**src/rtl/mul_pkg.sv**
```systemverilog
// mul_pkg: shared encodings and iteration counts for the iterative Booth multiplier
package mul_pkg;
  localparam int DEF_XLEN = 64;
  localparam int MUL_ITER = DEF_XLEN / 2 + 1;
  localparam int MULW_ITER = 17;
  typedef enum logic [2:0] {
    OP_MUL    = 3'd0,
    OP_MULH   = 3'd1,
    OP_MULHSU = 3'd2,
    OP_MULHU  = 3'd3,
    OP_MULW   = 3'd4
  } mul_op_e;
  typedef enum logic [1:0] {S_IDLE, S_CALC, S_ADD, S_DONE} mul_state_e;
  typedef enum logic [2:0] {B_ZERO, B_POS1, B_POS2, B_NEG1, B_NEG2} booth_sel_e;
  function automatic booth_sel_e booth_enc(input logic [2:0] g);
    case (g)
      3'b001, 3'b010: return B_POS1;
      3'b011:         return B_POS2;
      3'b100:         return B_NEG2;
      3'b101, 3'b110: return B_NEG1;
      default:        return B_ZERO;
    endcase
  endfunction
endpackage

```
**src/rtl/compressor_3to2.sv**
```systemverilog
// compressor_3to2: single-bit full adder used as a 3:2 carry-save compressor
module compressor_3to2 (
  input  logic a_i,
  input  logic b_i,
  input  logic c_i,
  output logic s_o,
  output logic c_o
);
  assign s_o = a_i ^ b_i ^ c_i;
  assign c_o = (a_i & b_i) | (a_i & c_i) | (b_i & c_i);
endmodule

```
**src/rtl/csa_row.sv**
```systemverilog
// csa_row: W-bit carry-save row; carry output is unshifted, caller aligns it
module csa_row #(
  parameter int W = 8
) (
  input  logic [W-1:0] a_i,
  input  logic [W-1:0] b_i,
  input  logic [W-1:0] c_i,
  output logic [W-1:0] s_o,
  output logic [W-1:0] c_o
);
  for (genvar g = 0; g < W; g++) begin : g_bit
    compressor_3to2 u_fa (.a_i(a_i[g]), .b_i(b_i[g]), .c_i(c_i[g]), .s_o(s_o[g]), .c_o(c_o[g]));
  end
endmodule

```
**src/rtl/mul_iter_ctrl.sv**
```systemverilog
// mul_iter_ctrl: iterative radix-4 Booth multiplier sequencer for RV64M multiplies
module mul_iter_ctrl
  import mul_pkg::*;
#(
  parameter int XLEN = DEF_XLEN
) (
  input  logic            clk,
  input  logic            rst_n,
  input  logic            req_valid,
  output logic            req_ready,
  input  logic [2:0]      req_op,
  input  logic [XLEN-1:0] req_src1,
  input  logic [XLEN-1:0] req_src2,
  input  logic            flush,
  output logic            resp_valid,
  input  logic            resp_ready,
  output logic [XLEN-1:0] resp_data,
  output logic            busy
);
  localparam int AW = 2 * XLEN + 4;
  localparam int EW = XLEN + 2;
  localparam int NITER = XLEN / 2 + 1;
  localparam int CW = $clog2(NITER + 1);
  mul_state_e state_q;
  mul_op_e op_q, op_d;
  logic [AW-1:0] sum_q, carry_q, mcand_q, lsb_q;
  logic [EW:0] mplr_q;
  logic neg_q;
  logic [CW-1:0] cnt_q;
  logic resp_valid_q;
  logic [XLEN-1:0] resp_data_q, res_d, a_w, b_w;
  logic a_sgn, b_sgn;
  logic [EW-1:0] a_ext, b_ext;
  booth_sel_e sel;
  logic [AW-1:0] hi_mask, pp, inj, csa_s, csa_c;
  logic [2*XLEN-1:0] prod;
  assign req_ready = (state_q == S_IDLE) & ~flush;
  assign busy = state_q != S_IDLE;
  assign resp_valid = resp_valid_q;
  assign resp_data = resp_data_q;
  assign op_d = req_op > 3'd4 ? OP_MUL : mul_op_e'(req_op);
  assign a_w = op_d == OP_MULW ? {{(XLEN-32){req_src1[31]}}, req_src1[31:0]} : req_src1;
  assign b_w = op_d == OP_MULW ? {{(XLEN-32){req_src2[31]}}, req_src2[31:0]} : req_src2;
  assign a_sgn = (op_d != OP_MULHU) & a_w[XLEN-1];
  assign b_sgn = (op_d != OP_MULHSU) & (op_d != OP_MULHU) & b_w[XLEN-1];
  assign a_ext = {{2{a_sgn}}, a_w};
  assign b_ext = {{2{b_sgn}}, b_w};
  assign sel = booth_enc(mplr_q[2:0]);
  assign hi_mask = ~(lsb_q - AW'(1));
  assign pp = sel == B_POS1 ? mcand_q :
              sel == B_POS2 ? mcand_q << 1 :
              sel == B_NEG1 ? ~mcand_q & hi_mask :
              sel == B_NEG2 ? ~(mcand_q << 1) & hi_mask : '0;
  // The +1 of a negated row lands in the next row's free low bits, which are
  // always zero there; the final row never negates because of the 2-bit extension.
  assign inj = neg_q ? lsb_q >> 2 : '0;
  csa_row #(.W(AW)) u_row (.a_i(sum_q), .b_i(carry_q), .c_i(pp | inj), .s_o(csa_s), .c_o(csa_c));
  assign prod = sum_q[2*XLEN-1:0] + carry_q[2*XLEN-1:0];
  assign res_d = op_q == OP_MUL  ? prod[XLEN-1:0] :
                 op_q == OP_MULW ? {{(XLEN-32){prod[31]}}, prod[31:0]} : prod[2*XLEN-1:XLEN];
  // Sequencer: latch request, accumulate one Booth row per cycle, resolve, hold result
  always_ff @(posedge clk or negedge rst_n)
    if (!rst_n) begin
      state_q <= S_IDLE;
      op_q <= OP_MUL;
      sum_q <= '0;
      carry_q <= '0;
      mcand_q <= '0;
      lsb_q <= '0;
      mplr_q <= '0;
      neg_q <= 1'b0;
      cnt_q <= '0;
      resp_valid_q <= 1'b0;
      resp_data_q <= '0;
    end else if (flush) begin
      state_q <= S_IDLE;
      resp_valid_q <= 1'b0;
    end else begin
      case (state_q)
        S_IDLE: if (req_valid) begin
          op_q <= op_d;
          sum_q <= '0;
          carry_q <= '0;
          mcand_q <= {{(AW-EW){a_ext[EW-1]}}, a_ext};
          lsb_q <= AW'(1);
          mplr_q <= {b_ext, 1'b0};
          neg_q <= 1'b0;
          cnt_q <= op_d == OP_MULW ? CW'(MULW_ITER) : CW'(NITER);
          state_q <= S_CALC;
        end
        S_CALC: begin
          sum_q <= csa_s;
          carry_q <= csa_c << 1;
          neg_q <= (sel == B_NEG1) | (sel == B_NEG2);
          mcand_q <= mcand_q << 2;
          lsb_q <= lsb_q << 2;
          mplr_q <= {{2{mplr_q[EW]}}, mplr_q[EW:2]};
          cnt_q <= cnt_q - CW'(1);
          if (cnt_q == CW'(1)) state_q <= S_ADD;
        end
        S_ADD: begin
          resp_data_q <= res_d;
          resp_valid_q <= 1'b1;
          state_q <= S_DONE;
        end
        S_DONE: if (resp_ready) begin
          resp_valid_q <= 1'b0;
          state_q <= S_IDLE;
        end
        default: state_q <= S_IDLE;
      endcase
    end
endmodule

```
**config.mk**
```make
export PLATFORM = sky130hd
export DESIGN_NAME = mul_iter_ctrl
export DESIGN_NICKNAME = d
export VERILOG_FILES = /design/src/rtl/mul_pkg.sv /design/src/rtl/compressor_3to2.sv /design/src/rtl/csa_row.sv /design/src/rtl/mul_iter_ctrl.sv
export SDC_FILE = /design/constraint.sdc
export NUM_CORES = 2
export LEC_CHECK = 0
export BUFFER_PORTS_ARGS = -buffer_cell sky130_fd_sc_hd__buf_2
export CAP_MARGIN = 25
export CORE_MARGIN = 4
export CORE_UTILIZATION = 45
export CTS_BUF_LIST = sky130_fd_sc_hd__clkbuf_4 sky130_fd_sc_hd__clkbuf_8
export DETAILED_ROUTE_END_ITERATION = 10
export PLACE_DENSITY_LB_ADDON = 0.1
export SYNTH_ARGS = -nofsm -noshare
export SYNTH_HDL_FRONTEND = slang
export SYNTH_SLANG_ARGS = --single-unit
```
**constraint.sdc**
```tcl
create_clock -name clk -period 6.9 [get_ports clk]
set_clock_uncertainty 0.1 [all_clocks]
set_input_delay 0.345 -clock clk [delete_from_list [all_inputs] [get_ports clk]]
set_output_delay 0.345 -clock clk [all_outputs]
set_load 0.05 [all_outputs]
```
==> flow_summary_export.csv <==
group,metric,value,unit
setup_path,required,7.45,ns
clock_tree,cts.sinks,592,
global_routing,busiest_layer,"met1",
synthesis,synth_top_area_share,36.6,%
synthesis,netlist-cell-type-count,92,
global_routing,grt_start_max_net_pins,205,
routing,routedWlPerCell,21.9,um
setup_path,r2r_cells,13,
global_routing,use_met2,41.3,%
placement,dpl.hpwl,97600,um
placement,pre_cts_ws,1.67,ns
synthesis,syn-num-nets,5158,
placement,portBuffers,202,
routing,drtAntennaViolNets,0,
final_layout,final_nets,5315,
clock_tree,cts_buffers,109,
clock_tree,clock_latency,0.79,ns
floorplan,die_area,94900,um^2
clock_tree,htreeDepth,3,
synthesis,synth_edf_count,0,
sta,min_period,5.28,ns
floorplan,io_pins,203,
outcome,status,"completed",
final_layout,final_cell_mix,"714 x nand2_1, 591 x dfrtp_1, 337 x inv_1, 291 x a21oi_1, 269 x nor2_1",
global_routing,grt_pass1_vias,35600,
placement,place_congestion,0.951,
routing,drt_iter0_markers,3938,
floorplan,core,88800,um^2
final_layout,layout.cells.most_common,"nand2_1",
power_and_ir_drop,powerDensity,415,nW/um^2
run,drv_cap,0,
synthesis,yosysWarnings,0,
global_routing,grt_antenna_before_repair,8,
sta,max_freq,190,MHz
setup_path,rr_startpoint,"lsb_q[2]$_DFFE_PN0P_",
clock_tree,clk_pin_slew,0.06,ns
sta,setup_ws,1.62,ns
sta,setup_tns,0,ns
setup_path,arrival,5.82,ns
floorplan,die_w,308,um
global_routing,track_usage,28.2,%
setup_path,timing.critical_path.from,"lsb_q[2]$_DFFE_PN0P_",
synthesis,synth_cells,4757,
routing,first_pass_iters,7,
global_routing,grt.overflow.total,0,
synthesis,avgSynthCellArea,8.52,um^2
setup_path,end_kind,"flop",
synthesis,seq_area_frac_synth,36.6,%
final_layout,multi_input_area,23100,um^2
floorplan,initial_utilization,45.6,%
sta,tightest_slew,1.24,ns
global_routing,grt_util_met3,5.85,%
clock_tree,clockRootBuffer,"clkbuf_8",
sta,slew_viol_final,0,
routing,drc,0,
floorplan,placementRows,109,
synthesis,synth_ff_type,"dfrtp_1",
setup_path,crit_path_start_kind,"flop",
synthesis,synth_area_leader_cell,"dfrtp_1",
routing,num_vias,37500,
final_layout,fillers,8392,
sta,hold_violations,0,
setup_path,r2r-end,"sum_q[120]$_DFFE_PN0P_",
synthesis,async_reset_ff_share,100,%
routing,avgViaCountPerCell,6.08,
sta,relSlewSlack,16.8,%
synthesis,synth_top_cells_by_area,"dfrtp_1 37%, nand2_1 6.6%, fa_1 6.3%, o31ai_1 4.9%, ha_1 4.3%",
global_routing,grt_pass1_wl,213000,um
power_and_ir_drop,power_leakage,19.4,nW
clock_tree,cts_setup_buffers,0,
clock_tree,cts.path.max_buffers,3,
synthesis,synth_seq_cells,592,
power_and_ir_drop,peakVddDrop,396,uV
worst_hold_path,hold_class,"in2async",
synthesis,syn-cell-area,40500,um^2
sta,min_period_over_period,76.5,%
setup_path,path_class,"reg2reg",
global_routing,globalRouteMet1Util,42.0,%
sta,rsz0062_at_grt,"no",
final_layout,drive_gt1_share,10.2,%
clock_tree,cts_tree,"built",
setup_path,rrSetupSlack,1.62,ns
setup_path,critPathMaxFanout,6,
floorplan,fp.dieH,308,um
routing,routed_wl,135000,um
final_layout,synthToLayoutAreaGrowth,13.7,%
sta,finalSetupViolCount,0,
final_layout,ff_latch_area,14800,um^2
==> per-stage QoR <==
stage / hold WS [ns] / util [%] / instances / area, um^2 / power (mW)
3_3_place_gp: 0.285 / 47.5 / 5824 / 42200 / 15.0
2_1_floorplan: -0.0506 / - / 4757 / 40500 / 12.0
6_report: 0.0518 / 51.9 / 6173 / 46100 / 19.1
4_1_cts: 0.00677 / 51.9 / 6168 / 46000 / 19.0
5_1_grt: 0.0796 / 51.9 / 6172 / 46100 / 20.4
3_5_place_dp: 0.281 / 47.5 / 5827 / 42200 / 15.2
==> area by class of cell <==
class                           instances  share of cell area (%)
Antenna cell                            3                  0.0163
Clock buffer                          177                    4.85
Clock inverter                         25                   0.432
Inverter                              338                    2.77
Multi-Input combinational cell       3479                    50.2
Sequential cell                       592                    32.2
Tap cell                             1165                    3.16
Timing Repair Buffer                  394                    6.37
==> cell families (layout without fill, tap and decap cells) <==
group / after synthesis / after routing / share of synthesized area (%)
flops: 592 / 592 / 36.6
simple gates: 1535 / 1535 / 17.0
compound gates: 1459 / 1459 / 24.4
fa+ha+maj: 265 / 265 / 10.5
buf+inv: 686 / 934 / 6.54
xor+xnor: 166 / 166 / 3.59
other cells: 0 / 3 / 0
mux: 54 / 54 / 1.35
==> worst max path at each step <==
stage                                        end  slack (ns)
after floorplan            sum_q[35]$_DFFE_PN0P_        2.50
after global placement    sum_q[120]$_DFFE_PN0P_        1.76
after detailed placement  sum_q[120]$_DFFE_PN0P_        1.67
after CTS                 sum_q[120]$_DFFE_PN0P_        1.62
after global routing       sum_q[71]$_DFFE_PN0P_        1.24
final                     sum_q[120]$_DFFE_PN0P_        1.62
==> metal layers <==
metal,wire (um),share of wire [%],vias up
met4,4270,3.2,6
met1,62700,46,18300
li1,-,-,17500
met3,11300,8.3,236
met2,57200,42,1454
met5,39,0.029,-
==> Yosys cell counts, types with 15 or more instances <==
| cell type | n |
|---|---|
| or3_1 | 35 |
| o31ai_1 | 263 |
| a21oi_1 | 293 |
| clkbuf_1 | 313 |
| nor4_1 | 21 |
| a21o_1 | 55 |
| a22oi_1 | 83 |
| xnor2_1 | 92 |
| a211oi_1 | 20 |
| ha_1 | 138 |
| a221o_1 | 30 |
| o21ai_0 | 243 |
| xor2_1 | 74 |
| dfrtp_1 | 592 |
| inv_1 | 337 |
| nand3_1 | 236 |
| o21a_1 | 33 |
| nor2_1 | 274 |
| nand4_1 | 56 |
| nand2_1 | 715 |
| nand2b_1 | 17 |
| a31oi_1 | 42 |
| and3_1 | 38 |
| a221oi_1 | 30 |
| nor3_1 | 61 |
| or2_2 | 15 |
| o22ai_1 | 114 |
| a21boi_0 | 35 |
| mux2i_1 | 49 |
| a222oi_1 | 98 |
| buf_1 | 23 |
| o221ai_1 | 18 |
| o21bai_1 | 37 |
| fa_1 | 127 |
==> state kept, by name, indices dropped and copies added (netlist names) <==
signal / count
mcand_q: 128
sum_q: 128
carry_q: 127
mplr_q: 67
lsb_q: 65
resp_data: 64
cnt_q: 6
op_q: 3
state_q: 2
neg_q: 1
resp_valid: 1
==> timing repair <==
action / in CTS / in global routing
resized for setup: 0 / 0
endpoints found under the hold margin: 208 / 0
hold buffers: 139 / 0
==> worst max-delay path, cell delays in order, from the launching register on <==
cell	delay [ns]
dfrtp_1	0.39
inv_1	0.10
ha_1	0.22
or3b_1	0.43
nor3_2	0.31
nand3_1	0.43
nor4_1	0.70
nand3_1	0.49
or4_1	0.70
xnor2_1	0.18
o21ai_0	0.10
a221oi_1	0.28
fa_1	0.47
o31ai_1	0.23
==> power by group <==
part | switching (mW) | internal (mW)
registers | 1.37 | 4.54
clock network | 1.64 | 2.10
logic | 6.40 | 3.05
(Power assumes the default switching activity.)
